==> config.mk <==
export PLATFORM = sky130hd
export DESIGN_NAME = keypad_scan
export DESIGN_NICKNAME = d
export VERILOG_FILES = /design/src/rtl/keypad_scan.sv
export SDC_FILE = /design/constraint.sdc
export NUM_CORES = 1
export LEC_CHECK = 0
export CAP_MARGIN = 15
export CORE_UTILIZATION = 40
export DETAILED_ROUTE_END_ITERATION = 10
export DONT_BUFFER_PORTS = 1
export PLACE_DENSITY_LB_ADDON = 0.1
export SLEW_MARGIN = 5
export SYNTH_ARGS = -nofsm -noshare
export SYNTH_HDL_FRONTEND = slang
export SYNTH_SLANG_ARGS = --single-unit
==> constraint.sdc <==
create_clock -name clk -period 19.3 [get_ports clk]
set_input_delay 0.965 -clock clk [delete_from_list [all_inputs] [get_ports clk]]
set_output_delay 0.965 -clock clk [all_outputs]
set_load 0.02 [all_outputs]
==> src/rtl/keypad_scan.sv <==
// -----------------------------------------------------------------------------
// keypad_scan
//
// Scans a 4-row x 3-column telephone keypad (1 2 3 / 4 5 6 / 7 8 9 / * 0 #),
// builds one key map per full scan frame, and debounces the per-frame key code
// before presenting it to the time-setting logic downstream.
//
// Ports
//   clk         in   system clock (1 kHz)
//   rst         in   asynchronous, active-high reset
//   key_row     in   [3:0] keypad rows, active-low, row0 = top, async to clk
//   key_col     out  [2:0] column drive, active-low one-cold, col0 = left
//   num_input   out  [9:0] one-hot level, bit n = digit n held (debounced)
//   set_time    out  one-cycle pulse on an accepted '#' press
//   star_pulse  out  one-cycle pulse on an accepted '*' press
//   key_code    out  [3:0] stable code: 0-9 digit, 10 '*', 11 '#', 15 none
//   key_valid   out  one-cycle strobe on each accepted key press
// -----------------------------------------------------------------------------
module keypad_scan #(
  parameter int SCAN_TICKS      = 4,
  parameter int DEBOUNCE_FRAMES = 3
) (
  input  logic       clk,
  input  logic       rst,
  input  logic [3:0] key_row,
  output logic [2:0] key_col,
  output logic [9:0] num_input,
  output logic       set_time,
  output logic       star_pulse,
  output logic [3:0] key_code,
  output logic       key_valid
);

  localparam int TICK_W = $clog2(SCAN_TICKS);
  localparam int CNT_W  = $clog2(DEBOUNCE_FRAMES + 1);

  localparam logic [TICK_W-1:0] TICK_LAST  = TICK_W'(SCAN_TICKS - 1);
  localparam logic [CNT_W-1:0]  CNT_ACCEPT = CNT_W'(DEBOUNCE_FRAMES);

  localparam logic [3:0] CODE_NONE = 4'hF;
  localparam logic [3:0] CODE_STAR = 4'd10;
  localparam logic [3:0] CODE_HASH = 4'd11;

  typedef enum logic [1:0] {
    S_IDLE,
    S_CONFIRM,
    S_HELD
  } state_t;

  // Map bit index (row*3+col) to key code; anything but a single key is "none",
  // which also rejects ghosting from multi-key presses.
  function automatic logic [3:0] frame_code(input logic [11:0] map);
    logic [3:0] n_set;
    logic [3:0] idx;
    logic [3:0] code;
    n_set = 4'd0;
    idx   = 4'd0;
    for (int i = 0; i < 12; i++) begin
      if (map[i]) begin
        n_set = n_set + 4'd1;
        idx   = 4'(i);
      end
    end
    if (n_set != 4'd1) begin
      code = CODE_NONE;
    end else begin
      case (idx)
        4'd9:    code = CODE_STAR;
        4'd10:   code = 4'd0;
        4'd11:   code = CODE_HASH;
        default: code = idx + 4'd1;
      endcase
    end
    return code;
  endfunction

  function automatic logic [9:0] digit_onehot(input logic [3:0] code);
    return (code < 4'd10) ? (10'd1 << code) : 10'd0;
  endfunction

  logic [3:0]        r_row_p0;
  logic [3:0]        r_row_p1;
  logic [TICK_W-1:0] r_tick;
  logic [1:0]        r_col;
  logic [11:0]       r_map;
  state_t            r_state;
  logic [3:0]        r_cand;
  logic [CNT_W-1:0]  r_cnt;

  logic              w_slot_end;
  logic              w_frame_end;
  logic [3:0]        w_row_act;
  logic [11:0]       w_map_cur;
  logic [3:0]        w_code;
  logic [CNT_W-1:0]  w_cnt_new;
  logic              w_cand_done;

  // ---- stage p0/p1: two-flop synchronizer on the raw rows ----
  always_ff @(posedge clk or posedge rst) begin
    if (rst) begin
      r_row_p0 <= 4'hF;
      r_row_p1 <= 4'hF;
    end else begin
      r_row_p0 <= key_row;
      r_row_p1 <= r_row_p0;
    end
  end

  // ---- scan: column rotation and frame map accumulation ----
  assign w_slot_end  = (r_tick == TICK_LAST);
  assign w_frame_end = w_slot_end && (r_col == 2'd2);
  assign w_row_act   = ~r_row_p1;

  always_comb begin
    w_map_cur = r_map;
    case (r_col)
      2'd0: begin
        w_map_cur[0] = r_map[0] | w_row_act[0];
        w_map_cur[3] = r_map[3] | w_row_act[1];
        w_map_cur[6] = r_map[6] | w_row_act[2];
        w_map_cur[9] = r_map[9] | w_row_act[3];
      end
      2'd1: begin
        w_map_cur[1]  = r_map[1]  | w_row_act[0];
        w_map_cur[4]  = r_map[4]  | w_row_act[1];
        w_map_cur[7]  = r_map[7]  | w_row_act[2];
        w_map_cur[10] = r_map[10] | w_row_act[3];
      end
      2'd2: begin
        w_map_cur[2]  = r_map[2]  | w_row_act[0];
        w_map_cur[5]  = r_map[5]  | w_row_act[1];
        w_map_cur[8]  = r_map[8]  | w_row_act[2];
        w_map_cur[11] = r_map[11] | w_row_act[3];
      end
      default: w_map_cur = r_map;
    endcase
  end

  always_ff @(posedge clk or posedge rst) begin
    if (rst) begin
      r_tick  <= '0;
      r_col   <= 2'd0;
      key_col <= 3'b110;
      r_map   <= '0;
    end else if (w_slot_end) begin
      r_tick  <= '0;
      r_col   <= (r_col == 2'd2) ? 2'd0 : r_col + 2'd1;
      key_col <= {key_col[1:0], key_col[2]};
      r_map   <= w_frame_end ? 12'd0 : w_map_cur;
    end else begin
      r_tick  <= r_tick + TICK_W'(1);
    end
  end

  // ---- debounce: frame code vs. candidate, evaluated at frame end ----
  assign w_code = frame_code(w_map_cur);

  // The candidate counter only continues when the same code repeats; any
  // other differing code restarts it at 1. r_cnt never exceeds the accept
  // threshold, so the increment cannot wrap.
  assign w_cnt_new   = ((w_code == r_cand) && (r_cnt != '0)) ? r_cnt + CNT_W'(1)
                                                             : CNT_W'(1);
  assign w_cand_done = (w_cnt_new == CNT_ACCEPT);

  // key_code doubles as the stable state: a frame matching it keeps the FSM
  // where it is, anything else must persist to be accepted.
  always_ff @(posedge clk or posedge rst) begin
    if (rst) begin
      r_state    <= S_IDLE;
      r_cand     <= CODE_NONE;
      r_cnt      <= '0;
      key_code   <= CODE_NONE;
      num_input  <= '0;
      key_valid  <= 1'b0;
      set_time   <= 1'b0;
      star_pulse <= 1'b0;
    end else begin
      key_valid  <= 1'b0;
      set_time   <= 1'b0;
      star_pulse <= 1'b0;
      if (w_frame_end) begin
        if (w_code == key_code) begin
          r_cnt   <= '0;
          r_cand  <= CODE_NONE;
          r_state <= (key_code == CODE_NONE) ? S_IDLE : S_HELD;
        end else if (w_cand_done) begin
          r_cnt     <= '0;
          r_cand    <= CODE_NONE;
          key_code  <= w_code;
          num_input <= digit_onehot(w_code);
          if (w_code == CODE_NONE) begin
            r_state <= S_IDLE;
          end else begin
            r_state    <= S_HELD;
            key_valid  <= 1'b1;
            set_time   <= (w_code == CODE_HASH);
            star_pulse <= (w_code == CODE_STAR);
          end
        end else begin
          r_cand  <= w_code;
          r_cnt   <= w_cnt_new;
          r_state <= (r_state == S_HELD) ? S_HELD : S_CONFIRM;
        end
      end
    end
  end

endmodule
==> summary.txt, run 1 <==
Status
  – Status: finished, final reports clean

Synth
  – Synth Warn #: 0
  – Syn_area_per_cell: 9.52 µm²
  – Mapped Cells: 366
  – Asr flop ratio synth: between 90% and 100%
  – Number of flops mapped to enable cells by yosys: 0
  – Mapped Area: between 0.003 and 0.004 mm²
  – Top FF cell, synth: dfrtp_1
  – Post-synthesis sequential area ratio: between 30 and 40%
  – Unique masters post-synth: 73
  – Seq cells post-synth: 50
  – Post-Syn Nets: 386

Cells and area
  – Commonest non-fill, non-tap cells in the layout: 38 x nor2_1, 32 x dfrtp_1, 29 x nand2_1
  – Commonest non-fill, non-tap cell in the layout: nor2_1
  – Final nets: approximately 380
  – Antenna fix cells: 0
  – Fillers: 841
  – Area grow syn2layout: 5.20%
  – Multi-input logic area: 0.00206 mm²
  – Layout cells sized above 1: approximately 14%
  – Finished Core Util: a little over two fifths
  – Register Area: about 0.0013 mm²

Floorplanning
  – Ports: 26
  – Die height: 95.4 µm
  – Initial Utilization: 41.8%
  – Chip width: around 95 µm
  – Die area: 0.00909 mm²
  – Core Rows: 33
  – Core Footprint: approximately 0.0083 mm²

Detailed routing
  – Vias post-DR: around 2600
  – Initial drt markers: 127
  – DRC viols: 0
  – Drt pass-1 iters: 4
  – Vias/cell: approximately 5.5
  – Total Wirelength: about 7400 µm
  – Detail Route Antenna Nets: 0
  – Routed WL per cell: 15.8 µm

GRT
  – Met1 usage: about 26%
  – Grt met2 use: about a quarter
  – Initial antenna violation count: 0
  – Most used routing layer in global routing: met2
  – All-Layer GR Usage: approximately 17%
  – Met3 usage: ~2.2%
  – Congestion Overflow GR: 0
  – Global-route wire length before repair: 12300 µm
  – Largest net degree at the start of global routing: 51
  – Vias in the first global route: between 2000 and 2500

STA
  – Slew HR: about 45%
  – Slew @ Worst Pin: 0.821 ns
  – Min Tclk post-route: roughly 10 ns
  – Highest Clock Rate: just under 100 MHz
  – Post-route worst setup slack: 9.19 ns
  – Final Setup Violations: 0
  – RSZ-0062 raised after global routing: no
  – Period utilization: a little over half
  – WHS: 0.358 ns
  – Worst Clk Skew: 0.00950 ns
  – Final hold violation count: 0
  – TNS Setup: 0 ns
  – Pins Over Slew Limit: 0

Clock tree
  – CTS tree: built
  – Num CTS Buffers: 5
  – Post-CTS sizing: 0
  – H-tree Lvls: 2
  – Root Driver: clkbuf_8
  – # Post-CTS Setup Buffers: 0
  – Reg clk slew, reported paths: around 0.09 ns
  – Clock Path Buffers: 2
  – CTS Hold Bufs: 0
  – Clk Latency, worst-skew pair: 0.30 ns
  – Clk sinks: 50

Setup path
  – Critical R2R Launch: r_col[0]
  – Critical Path RT: 19.48 ns
  – Setup CP Type: flip-flop to flip-flop
  – CP Max Fanout: 22
  – CP Launch Point: r_col[0]
  – Critical path endpoint category: flip-flop
  – Critical path's slowest cell: dfrtp_1
  – CP max stage delay: roughly 0.8 ns
  – Worst Path Arrival: 10.29 ns
  – Worst path most repeated cell: ha_1
  – Nature of the critical path startpoint: flip-flop

Power and ir drop
  – Pleak: approximately 1.6 nW
  – VDD IR max: between 0.04 and 0.05 mV
  – PD cells: around 70 mW/mm²

Placed design
  – Gpl congestion: between 0.8 and 0.9
  – DP HPWL: 5460 µm
  – DP Worst Slack: 9.28 ns
  – IO Port Bufs: 0

Run
  – Max-cap violations: 0

Worst hold path
  – Worst Hold Class: flip-flop to flip-flop
  – Worst Min Path Start: r_row_p0[0]
==> logic make-up after synthesis <==
family | after synthesis | share of synthesized area, %
fa+ha+maj | 15 | 5.31
flops | 50 | 36.5
compound gates | 79 | 16.3
buf+inv | 31 | 4.24
simple gates | 138 | 19.8
mux | 22 | 7.61
xor+xnor | 31 | 10.2
==> sequential cells by signal, summed over array words and instances (netlist names) <==
register,count
num_input,10
key_valid,1
r_cnt,2
r_row_p0,4
r_cand,4
key_col,3
key_code,4
r_row_p1,4
r_map,12
set_time,1
r_col,2
r_tick,2
star_pulse,1
==> report_power, final <==
part / internal [mW] / switching [mW] / total (mW)
Sequential: 0.115 / 0.00852 / 0.123
Combinational: 0.0236 / 0.0323 / 0.0558
Clock: 0.0387 / 0.0340 / 0.0726
==> worst max-delay path, delay by kind of cell, from the launching register on <==
| kind | cells | cell delay (ns) |
|---|---|---|
| AO/OA/AOI/OAI | 13 | 2.46 |
| buffers and inverters | 2 | 0.25 |
| multiplexers | 4 | 1.00 |
| AND/OR/NAND/NOR | 11 | 2.70 |
| flip-flops | 1 | 0.81 |
| adder cells (fa/ha/maj) | 9 | 2.66 |
| XOR/XNOR | 1 | 0.12 |
==> synthesized netlist by cell type, types with 4 or more instances <==
| library cell | count | area share, % |
|---|---|---|
| nor2_1 | 38 | 4.1 |
| dfrtp_1 | 32 | 23 |
| nand2_1 | 29 | 3.1 |
| nor3_1 | 20 | 2.9 |
| dfstp_2 | 18 | 14 |
| xnor2_1 | 17 | 4.3 |
| o21ai_0 | 16 | 2.3 |
| a21oi_1 | 15 | 2.2 |
| inv_1 | 15 | 1.6 |
| ha_1 | 14 | 5.0 |
| nand3_1 | 9 | 1.3 |
| mux2_1 | 8 | 2.6 |
| xor2_1 | 8 | 2.0 |
| and2_1 | 7 | 1.3 |
| nor2b_1 | 7 | 1.3 |
| clkbuf_1 | 6 | 0.65 |
| mux2_2 | 6 | 1.9 |
| xnor3_1 | 6 | 3.9 |
| a21o_1 | 5 | 1.1 |
| mux2i_1 | 4 | 1.1 |
| nor3b_1 | 4 | 0.86 |
| o21a_1 | 4 | 0.86 |
==> metal layers <==
metal  part of all wire (%)  vias to the layer above
met3                    3.1                        4
met1                     51                     1228
met2                     45                       37
met5                      0                        -
li1                       -                     1293
met4                   0.98                        0
==> cell type report <==
type	instances	share of cell area [%]
Inverter	16	1.64
Clock buffer	6	1.98
Multi-Input combinational cell	285	56.3
Timing Repair Buffer	1	0.751
Clock inverter	2	1.02
Sequential cell	50	34.7
Tap cell	105	3.58
==> per-stage QoR <==
step	area (µm²)	total power, mW	instances
global route	3670	0.267	465
detailed placement	3530	0.180	456
floorplan	3490	0.169	366
CTS	3640	0.255	464
global placement	3530	0.179	456
finish	3670	0.252	465
==> worst paths after layout <==
check,to,cells after the start,slack [ns]
hold reg to reg,r_row_p1[0],0,0.36
hold / removal,r_row_p1[0],0,0.36
setup reg to reg,num_input[3],40,9.19
setup / recovery,num_input[3],40,9.19
min in group asynchronous,r_cnt[0],1,0.61
max in group asynchronous,r_row_p0[0],2,18.10
Power figures use the tool's default switching activity.
==> run 2, diff against run 1 <==
--- a/config.mk
+++ b/config.mk
@@ -5,6 +5,7 @@
 export SDC_FILE = /design/constraint.sdc
 export NUM_CORES = 1
 export LEC_CHECK = 0
+export ABC_AREA = 1
 export CAP_MARGIN = 15
 export CORE_UTILIZATION = 40
 export DETAILED_ROUTE_END_ITERATION = 10
==> constraint.sdc (replaced) <==
create_clock -name clk -period 9.8 [get_ports clk]
set_input_delay 0.49 -clock clk [delete_from_list [all_inputs] [get_ports clk]]
set_output_delay 0.49 -clock clk [all_outputs]
set_load 0.02 [all_outputs]
==> summary.txt, run 2 <==
STA
  – WHS: 0.114 ns (was 0.358 ns)
  – Slew HR: 58.2% (was 45.2%)
  – Final Setup Violations: 0 (unchanged)
  – Final hold violation count: 0 (unchanged)
  – RSZ-0062 raised after global routing: no (unchanged)
  – TNS Setup: 0 ns (unchanged)
  – Pins Over Slew Limit: 0 (unchanged)
  – Worst Clk Skew: 0.00664 ns (was 0.00950 ns)
  – Period utilization: 79.7% (was 52.4%)
  – Slew @ Worst Pin: 0.621 ns (was 0.821 ns)
  – Min Tclk post-route: 7.81 ns (was 10.11 ns)
  – Highest Clock Rate: 128 MHz (was 99.0 MHz)

Cells and area
  – Final nets: 494 (was 379)
  – Register Area: 0.00127 mm² (unchanged)
  – Commonest non-fill, non-tap cell in the layout: nand2_1 (was nor2_1)
  – Multi-input logic area: 0.00192 mm² (was 0.00206 mm²)
  – Top reg by flops: r_map (unchanged)
  – Layout cells sized above 1: 19.6% (was 14.4%)
  – Area grow syn2layout: 7.16% (was 5.20%)
  – Fillers: 862 (was 841)
  – Top flop regs: r_map (12), num_input (10) (unchanged)
  – Max reg flops: 12 (unchanged)
  – Antenna fix cells: 0 (unchanged)
  – Commonest non-fill, non-tap cells in the layout: 135 x nand2_1, 62 x inv_1, 41 x nand3_1 (was 38 x nor2_1, 32 x dfrtp_1, 29 x nand2_1)

Synth
  – Number of flops mapped to enable cells by yosys: 0 (unchanged)
  – Asr flop ratio synth: 100% (unchanged)
  – Top-area cell type share of the netlist area: 22.9% (was 23.0%)
  – Mapped Cells: 469 (was 366)
  – Yosys top cell by area: dfrtp_1 (unchanged)
  – Synth top cells by count: 135 x nand2_1, 63 x inv_1, 41 x nand3_1 (was 38 x nor2_1, 32 x dfrtp_1, 29 x nand2_1)
  – Top FF cell, synth: dfrtp_1 (unchanged)
  – Cell with the most instances after synthesis: nand2_1 (was nor2_1)
  – Top cells by area, synth: dfrtp_1 23%, nand2_1 15%, dfstp_2 14% (was dfrtp_1 23%, dfstp_2 14%, ha_1 5.0%)
  – Seq cells post-synth: 50 (unchanged)
  – Post-Syn Nets: 489 (was 386)
  – Syn_area_per_cell: 7.45 µm² (was 9.52 µm²)
  – Post-synthesis sequential area ratio: 36.5% (about the same)
  – Mapped Area: 0.00349 mm² (about the same)
  – Unique masters post-synth: 41 (was 73)
  – Synth Warn #: 0 (unchanged)

Detailed routing
  – Routed WL per cell: 12.1 µm (was 15.8 µm)
  – Vias/cell: 4.99 (was 5.51)
  – Initial drt markers: 105 (was 127)
  – DRC viols: 0 (unchanged)
  – Drt pass-1 iters: 4 (unchanged)
  – Total Wirelength: 7000 µm (was 7370 µm)
  – Vias post-DR: 2897 (was 2562)
  – Detail Route Antenna Nets: 0 (unchanged)

Setup path
  – Reg2Reg Depth: 46 (was 40)
  – Kind of cell adding the most delay to the critical path: simple AND/OR/NAND/NOR gates (unchanged)
  – Worst path most repeated cell: nand2_1 (was ha_1)
  – Crit path buf inv count: 6 (was 2)
  – CP max stage delay: 0.54 ns (was 0.81 ns)
  – Setup CP Type: flip-flop to flip-flop (unchanged)
  – Worst Path Arrival: 8.05 ns (was 10.29 ns)
  – R2r endpoint: set_time (was num_input[3])
  – Critical Path RT: 10.04 ns (was 19.48 ns)
  – R2R setup slack: 1.99 ns (was 9.19 ns)
  – CP Max Fanout: 12 (was 22)
  – Critical path endpoint category: flip-flop (unchanged)
  – Critical R2R Launch: r_row_p1[0] (was r_col[0])
  – Nature of the critical path startpoint: flip-flop (unchanged)
  – Critical path's slowest cell: dfstp_2 (was dfrtp_1)

GRT
  – Met1 usage: 23.9% (was 25.8%)
  – Largest net degree at the start of global routing: 51 (unchanged)
  – Congestion Overflow GR: 0 (unchanged)
  – Initial antenna violation count: 0 (unchanged)
  – All-Layer GR Usage: 17.1% (was 17.4%)
  – Grt met2 use: 28.0% (was 26.0%)
  – Vias in the first global route: 2783 (was 2434)
  – Global-route wire length before repair: 12300 µm (about the same)
  – Met3 usage: 1.99% (was 2.23%)
  – Most used routing layer in global routing: met2 (unchanged)

Worst hold path
  – Worst Hold Class: input pin to async pin (was flip-flop to flip-flop)

Clock tree
  – Clk sinks: 50 (unchanged)
  – # Post-CTS Setup Buffers: 0 (unchanged)
  – CTS Hold Bufs: 0 (unchanged)
  – Post-CTS sizing: 0 (unchanged)
  – CTS tree: built (unchanged)
  – Clock Path Buffers: 2 (unchanged)
  – Clk Latency, worst-skew pair: 0.30 ns (about the same)
  – Root Driver: clkbuf_8 (unchanged)
  – Reg clk slew, reported paths: 0.09 ns (about the same)
  – H-tree Lvls: 2 (unchanged)
  – Num CTS Buffers: 5 (unchanged)

Floorplanning
  – Chip width: 95.5 µm (was 95.4 µm)
  – Core Footprint: 0.00834 mm² (unchanged)
  – Core Rows: 33 (unchanged)
  – Ports: 26 (unchanged)
  – Die height: 95.5 µm (was 95.4 µm)
  – Initial Utilization: 41.9% (was 41.8%)
  – Die area: 0.00911 mm² (was 0.00909 mm²)

Placed design
  – IO Port Bufs: 0 (unchanged)
  – Gpl congestion: 0.787 (was 0.810)
  – DP HPWL: 5470 µm (was 5460 µm)

Power and ir drop
  – PD cells: 139 mW/mm² (was 68.6 mW/mm²)
  – Pleak: 1.95 nW (was 1.57 nW)
  – VDD IR max: 0.124 mV (was 0.0480 mV)

Run
  – Max-cap violations: 0 (unchanged)

Status
  – Status: finished, final reports clean (unchanged)
==> run 2: cell count changes in the layout (fill, tap and decap cells not counted), sizes merged, moves of 6 or more <==
cell / before / now
inv: 16 / 69
mux2: 17 / 0
nand3: 9 / 50
nand2: 29 / 160
nor3: 21 / 7
and2: 7 / 1
nor2b: 7 / 0
o21ai: 19 / 25
xnor3: 6 / 0
xnor2: 17 / 0
==> run 2: layer usage <==
metal  wire [µm]  part of all wire, %  up-vias
met5           0                    0        -
met2        3180                   45       35
li1            -                    -     1514
met1        3600                   51     1343
met4          53                 0.76        0
met3         170                  2.4        5
==> run 2: worst register-to-register path: cells and delay by family (launching register included) <==
kind            cells  cell delay (ns)
flops               1             0.54
compound gates      2             0.68
fa+ha+maj           9             2.38
buf+inv             6             0.46
simple gates       29             3.69
==> run 2: cells by family (layout without fill, tap and decap cells) <==
kind of cell	after synthesis	after routing	synth area share [%]
simple gates	273	273	39.8
flops	50	50	36.5
compound gates	53	53	9.38
fa+ha+maj	14	14	5.01
buf+inv	76	82	8.63
xor+xnor	3	3	0.752
==> run 2: layout make-up <==
type / count / share of cell area [%]
well taps: 105 / 3.51
clock inverters: 3 / 1.30
flip-flops and latches: 50 / 34.0
inverters: 73 / 7.35
repair buffers: 1 / 0.735
multi-input cells: 343 / 51.2
clock buffers: 5 / 1.84
==> run 2: per-stage QoR <==
| step | cells | power (mW) | util [%] | area, µm² | setup WS [ns] |
|---|---|---|---|---|---|
| 6_report | 580 | 0.521 | 44.9 | 3740 | 1.99 |
| 5_1_grt | 580 | 0.556 | 44.9 | 3740 | 1.28 |
| 4_1_cts | 579 | 0.528 | 44.6 | 3720 | 2.00 |
| 3_5_place_dp | 571 | 0.374 | 43.1 | 3600 | 2.06 |
| 3_3_place_gp | 571 | 0.374 | 43.1 | 3600 | 2.12 |
| 2_1_floorplan | 469 | 0.352 | - | 3490 | 2.58 |
==> run 2: worst max path at each step <==
stage	end	depth (start not counted)	slack [ns]	from
2_1_floorplan	num_input[8]	46	2.58	r_row_p1[0]
3_3_place_gp	star_pulse	46	2.12	r_row_p1[0]
3_5_place_dp	set_time	46	2.06	r_row_p1[0]
4_1_cts	set_time	46	2.00	r_row_p1[0]
5_1_grt	set_time	50	1.28	r_col[0]
6_report	set_time	46	1.99	r_row_p1[0]
==> run 2: report_power, final <==
part	total, mW	switching, mW	internal (mW)	leakage, nW
Combinational	0.125	0.0816	0.0431	1.26
Sequential	0.246	0.0180	0.228	0.628
Clock	0.150	0.0721	0.0778	0.0563
==> run 3, diff against run 2 <==
==> constraint.sdc (replaced) <==
create_clock -name clk -period 6.3 [get_ports clk]
set_input_delay 0.315 -clock clk [delete_from_list [all_inputs] [get_ports clk]]
set_output_delay 0.315 -clock clk [all_outputs]
set_load 0.02 [all_outputs]
==> summary.txt, run 3 (synthesis gave the netlist of run 2 again) <==
STA
  – Pins Over Slew Limit: 0 (unchanged)
  – Slew @ Worst Pin: 0.642 ns (was 0.621 ns)
  – Post-route worst setup slack: -0.625 ns (was 1.99 ns)
  – Final Setup Violations: 23 (was 0)
  – Min Tclk post-route: 6.92 ns (was 7.81 ns)
  – Slew HR: 56.7% (was 58.2%)
  – Final hold violation count: 0 (unchanged)
  – Worst Clk Skew: 0.00591 ns (was 0.00664 ns)
  – Period utilization: 110% (was 79.7%)
  – RSZ-0062 raised after global routing: yes (was no)
  – Highest Clock Rate: 144 MHz (was 128 MHz)
  – TNS Setup: -13.20 ns (was 0 ns)

GRT
  – Largest net degree at the start of global routing: 51 (unchanged)
  – All-Layer GR Usage: 20.6% (was 17.1%)
  – Vias in the first global route: 3213 (was 2783)
  – Global-route wire length before repair: 14800 µm (was 12300 µm)
  – Initial antenna violation count: 0 (unchanged)
  – Congestion Overflow GR: 0 (unchanged)

Cells and area
  – Top flop regs: r_map (12), num_input (10) (unchanged)
  – Final Instance Count excl. Fillers: 678 (was 580)
  – Area grow syn2layout: 39.0% (was 7.16%)
  – Commonest non-fill, non-tap cells in the layout: 105 x nand2_1, 81 x buf_4, 56 x inv_1 (was 135 x nand2_1, 62 x inv_1, 41 x nand3_1)
  – Antenna fix cells: 0 (unchanged)
  – Top reg by flops: r_map (unchanged)
  – Layout cells sized above 1: 42.9% (was 19.6%)
  – Fillers: 760 (was 862)
  – Commonest non-fill, non-tap cell in the layout: nand2_1 (unchanged)
  – Max reg flops: 12 (unchanged)
  – Final nets: 592 (was 494)

Floorplanning
  – Ports: 26 (unchanged)
  – Core Footprint: 0.00834 mm² (unchanged)
  – Die height: 95.5 µm (unchanged)
  – Die area: 0.00911 mm² (unchanged)
  – Chip width: 95.5 µm (unchanged)
  – Initial Utilization: 41.9% (unchanged)
  – Core Rows: 33 (unchanged)

Status
  – Status: finished, violations left (was finished, final reports clean)
  – Violated checks: setup timing

Detailed routing
  – Vias post-DR: 3310 (was 2897)
  – Detail Route Antenna Nets: 0 (unchanged)
  – DRC viols: 0 (unchanged)
  – Vias/cell: 4.88 (was 4.99)
  – Total Wirelength: 8760 µm (was 7000 µm)
  – Initial drt markers: 108 (was 105)
  – Routed WL per cell: 12.9 µm (was 12.1 µm)
  – Drt pass-1 iters: 4 (unchanged)

Clock tree
  – Root Driver: clkbuf_8 (unchanged)
  – Clk sinks: 50 (unchanged)
  – Clock Path Buffers: 2 (unchanged)
  – H-tree Lvls: 2 (unchanged)
  – Reg clk slew, reported paths: 0.09 ns (about the same)
  – Num CTS Buffers: 5 (unchanged)
  – CTS tree: built (unchanged)
  – Clk Latency, worst-skew pair: 0.30 ns (about the same)

Power and ir drop
  – VDD IR max: 0.166 mV (was 0.124 mV)
  – PD cells: 183 mW/mm² (was 139 mW/mm²)
  – Pleak: 2.47 nW (was 1.95 nW)

Setup path
  – CP Max Fanout: 6 (was 12)
  – Critical Path RT: 6.54 ns (was 10.04 ns)
  – Critical R2R Launch: r_row_p1[0] (unchanged)
  – Worst path most repeated cell: nand2_2 (was nand2_1)
  – Critical path's slowest cell: dfstp_2 (unchanged)
  – R2r endpoint: num_input[1] (was set_time)
  – R2R setup slack: -0.62 ns (was 1.99 ns)
  – Setup CP Type: flip-flop to flip-flop (unchanged)
  – Reg2Reg Depth: 49 (was 46)
  – Worst Path Arrival: 7.17 ns (was 8.05 ns)
  – Nature of the critical path startpoint: flip-flop (unchanged)
  – Critical path endpoint category: flip-flop (unchanged)
  – CP max stage delay: 0.57 ns (was 0.54 ns)

Placed design
  – DP Worst Slack: -0.838 ns (was 2.06 ns)
  – DP HPWL: 6100 µm (was 5470 µm)
  – IO Port Bufs: 0 (unchanged)
  – Gpl congestion: 0.779 (was 0.787)
  – Placed Cells: 626 (was 571)

Run
  – Max-cap violations: 0 (unchanged)

Worst hold path
  – Worst Hold Class: input pin to async pin (unchanged)
run 3: cell types whose count changed in the layout (fill, tap and decap cells not counted), sizes merged:
cell,before,now
nor2,39,40
nand2,160,163
clkbuf,5,6
bufinv,1,0
dlygate4sd3,0,5
buf,1,90
run 3: repair_timing:
item | 4_1_cts | 5_1_grt
buffers inserted | 31 | 7
hold buffers | 4 | 1
endpoints found under the setup margin | 23 | 23
hold endpoints to repair | 4 | 5
gates cloned | 4 | 0
pin swaps | 32 | 37
resized for setup | 35 | 42
run 3: power breakdown:
| group | total [mW] | switching, mW | internal (mW) |
|---|---|---|---|
| Combinational | 0.308 | 0.171 | 0.138 |
| Clock | 0.200 | 0.109 | 0.0905 |
| Sequential | 0.383 | 0.0281 | 0.355 |
run 3: how the worst max path moves through the flow:
stage,startpoint,end,slack [ns],cells past startpoint
finish,r_row_p1[0],num_input[1],-0.62,49
global route,r_row_p1[0],num_input[1],-1.02,49
CTS,r_row_p1[0],set_time,-0.57,49
detailed placement,r_row_p1[0],num_input[7],-0.84,50
global placement,r_row_p1[0],num_input[4],-0.74,50
floorplan,r_row_p1[0],num_input[8],-0.62,51
run 3: routing by layer:
metal	global-route usage, %	share of wire (%)	vias up
li1	-	-	1710
met1	27.8	48	1556
met2	34.9	49	37
met3	2.63	1.9	7
met4	5.10	0.91	0
met5	0	0	-
run 3: per-stage QoR:
step                      power [mW]  hold slack [ns]  instance area [µm²]  util, %
after detailed placement       0.628            0.320                 4060     48.7
after global placement         0.625            0.320                 4060     48.7
final                          0.891            0.360                 4860     58.2
after CTS                      0.870            0.154                 4630     55.5
after global routing           0.951            0.366                 4860     58.2
after floorplan                0.554            0.319                 3550        -
run 3: worst max-delay path, delay by kind of cell (launching register included):
kind                       cells  cell delay, ns
DFF                            1            0.57
buffers and inverters          6            0.30
AOI/OAI and AO/OA              1            0.12
and+or+nand+nor               33            3.70
adders and majority gates      9            2.16
run 3: area by class of cell:
class / instances / area [µm²] / area share [%]
Tap cell: 105 / 131 / 2.70
Clock inverter: 2 / 16.3 / 0.335
Clock buffer: 6 / 82.6 / 1.70
Sequential cell: 50 / 1270 / 26.2
Timing Repair Buffer: 95 / 768 / 15.8
Inverter: 73 / 299 / 6.16
Multi-Input combinational cell: 347 / 2280 / 47.0
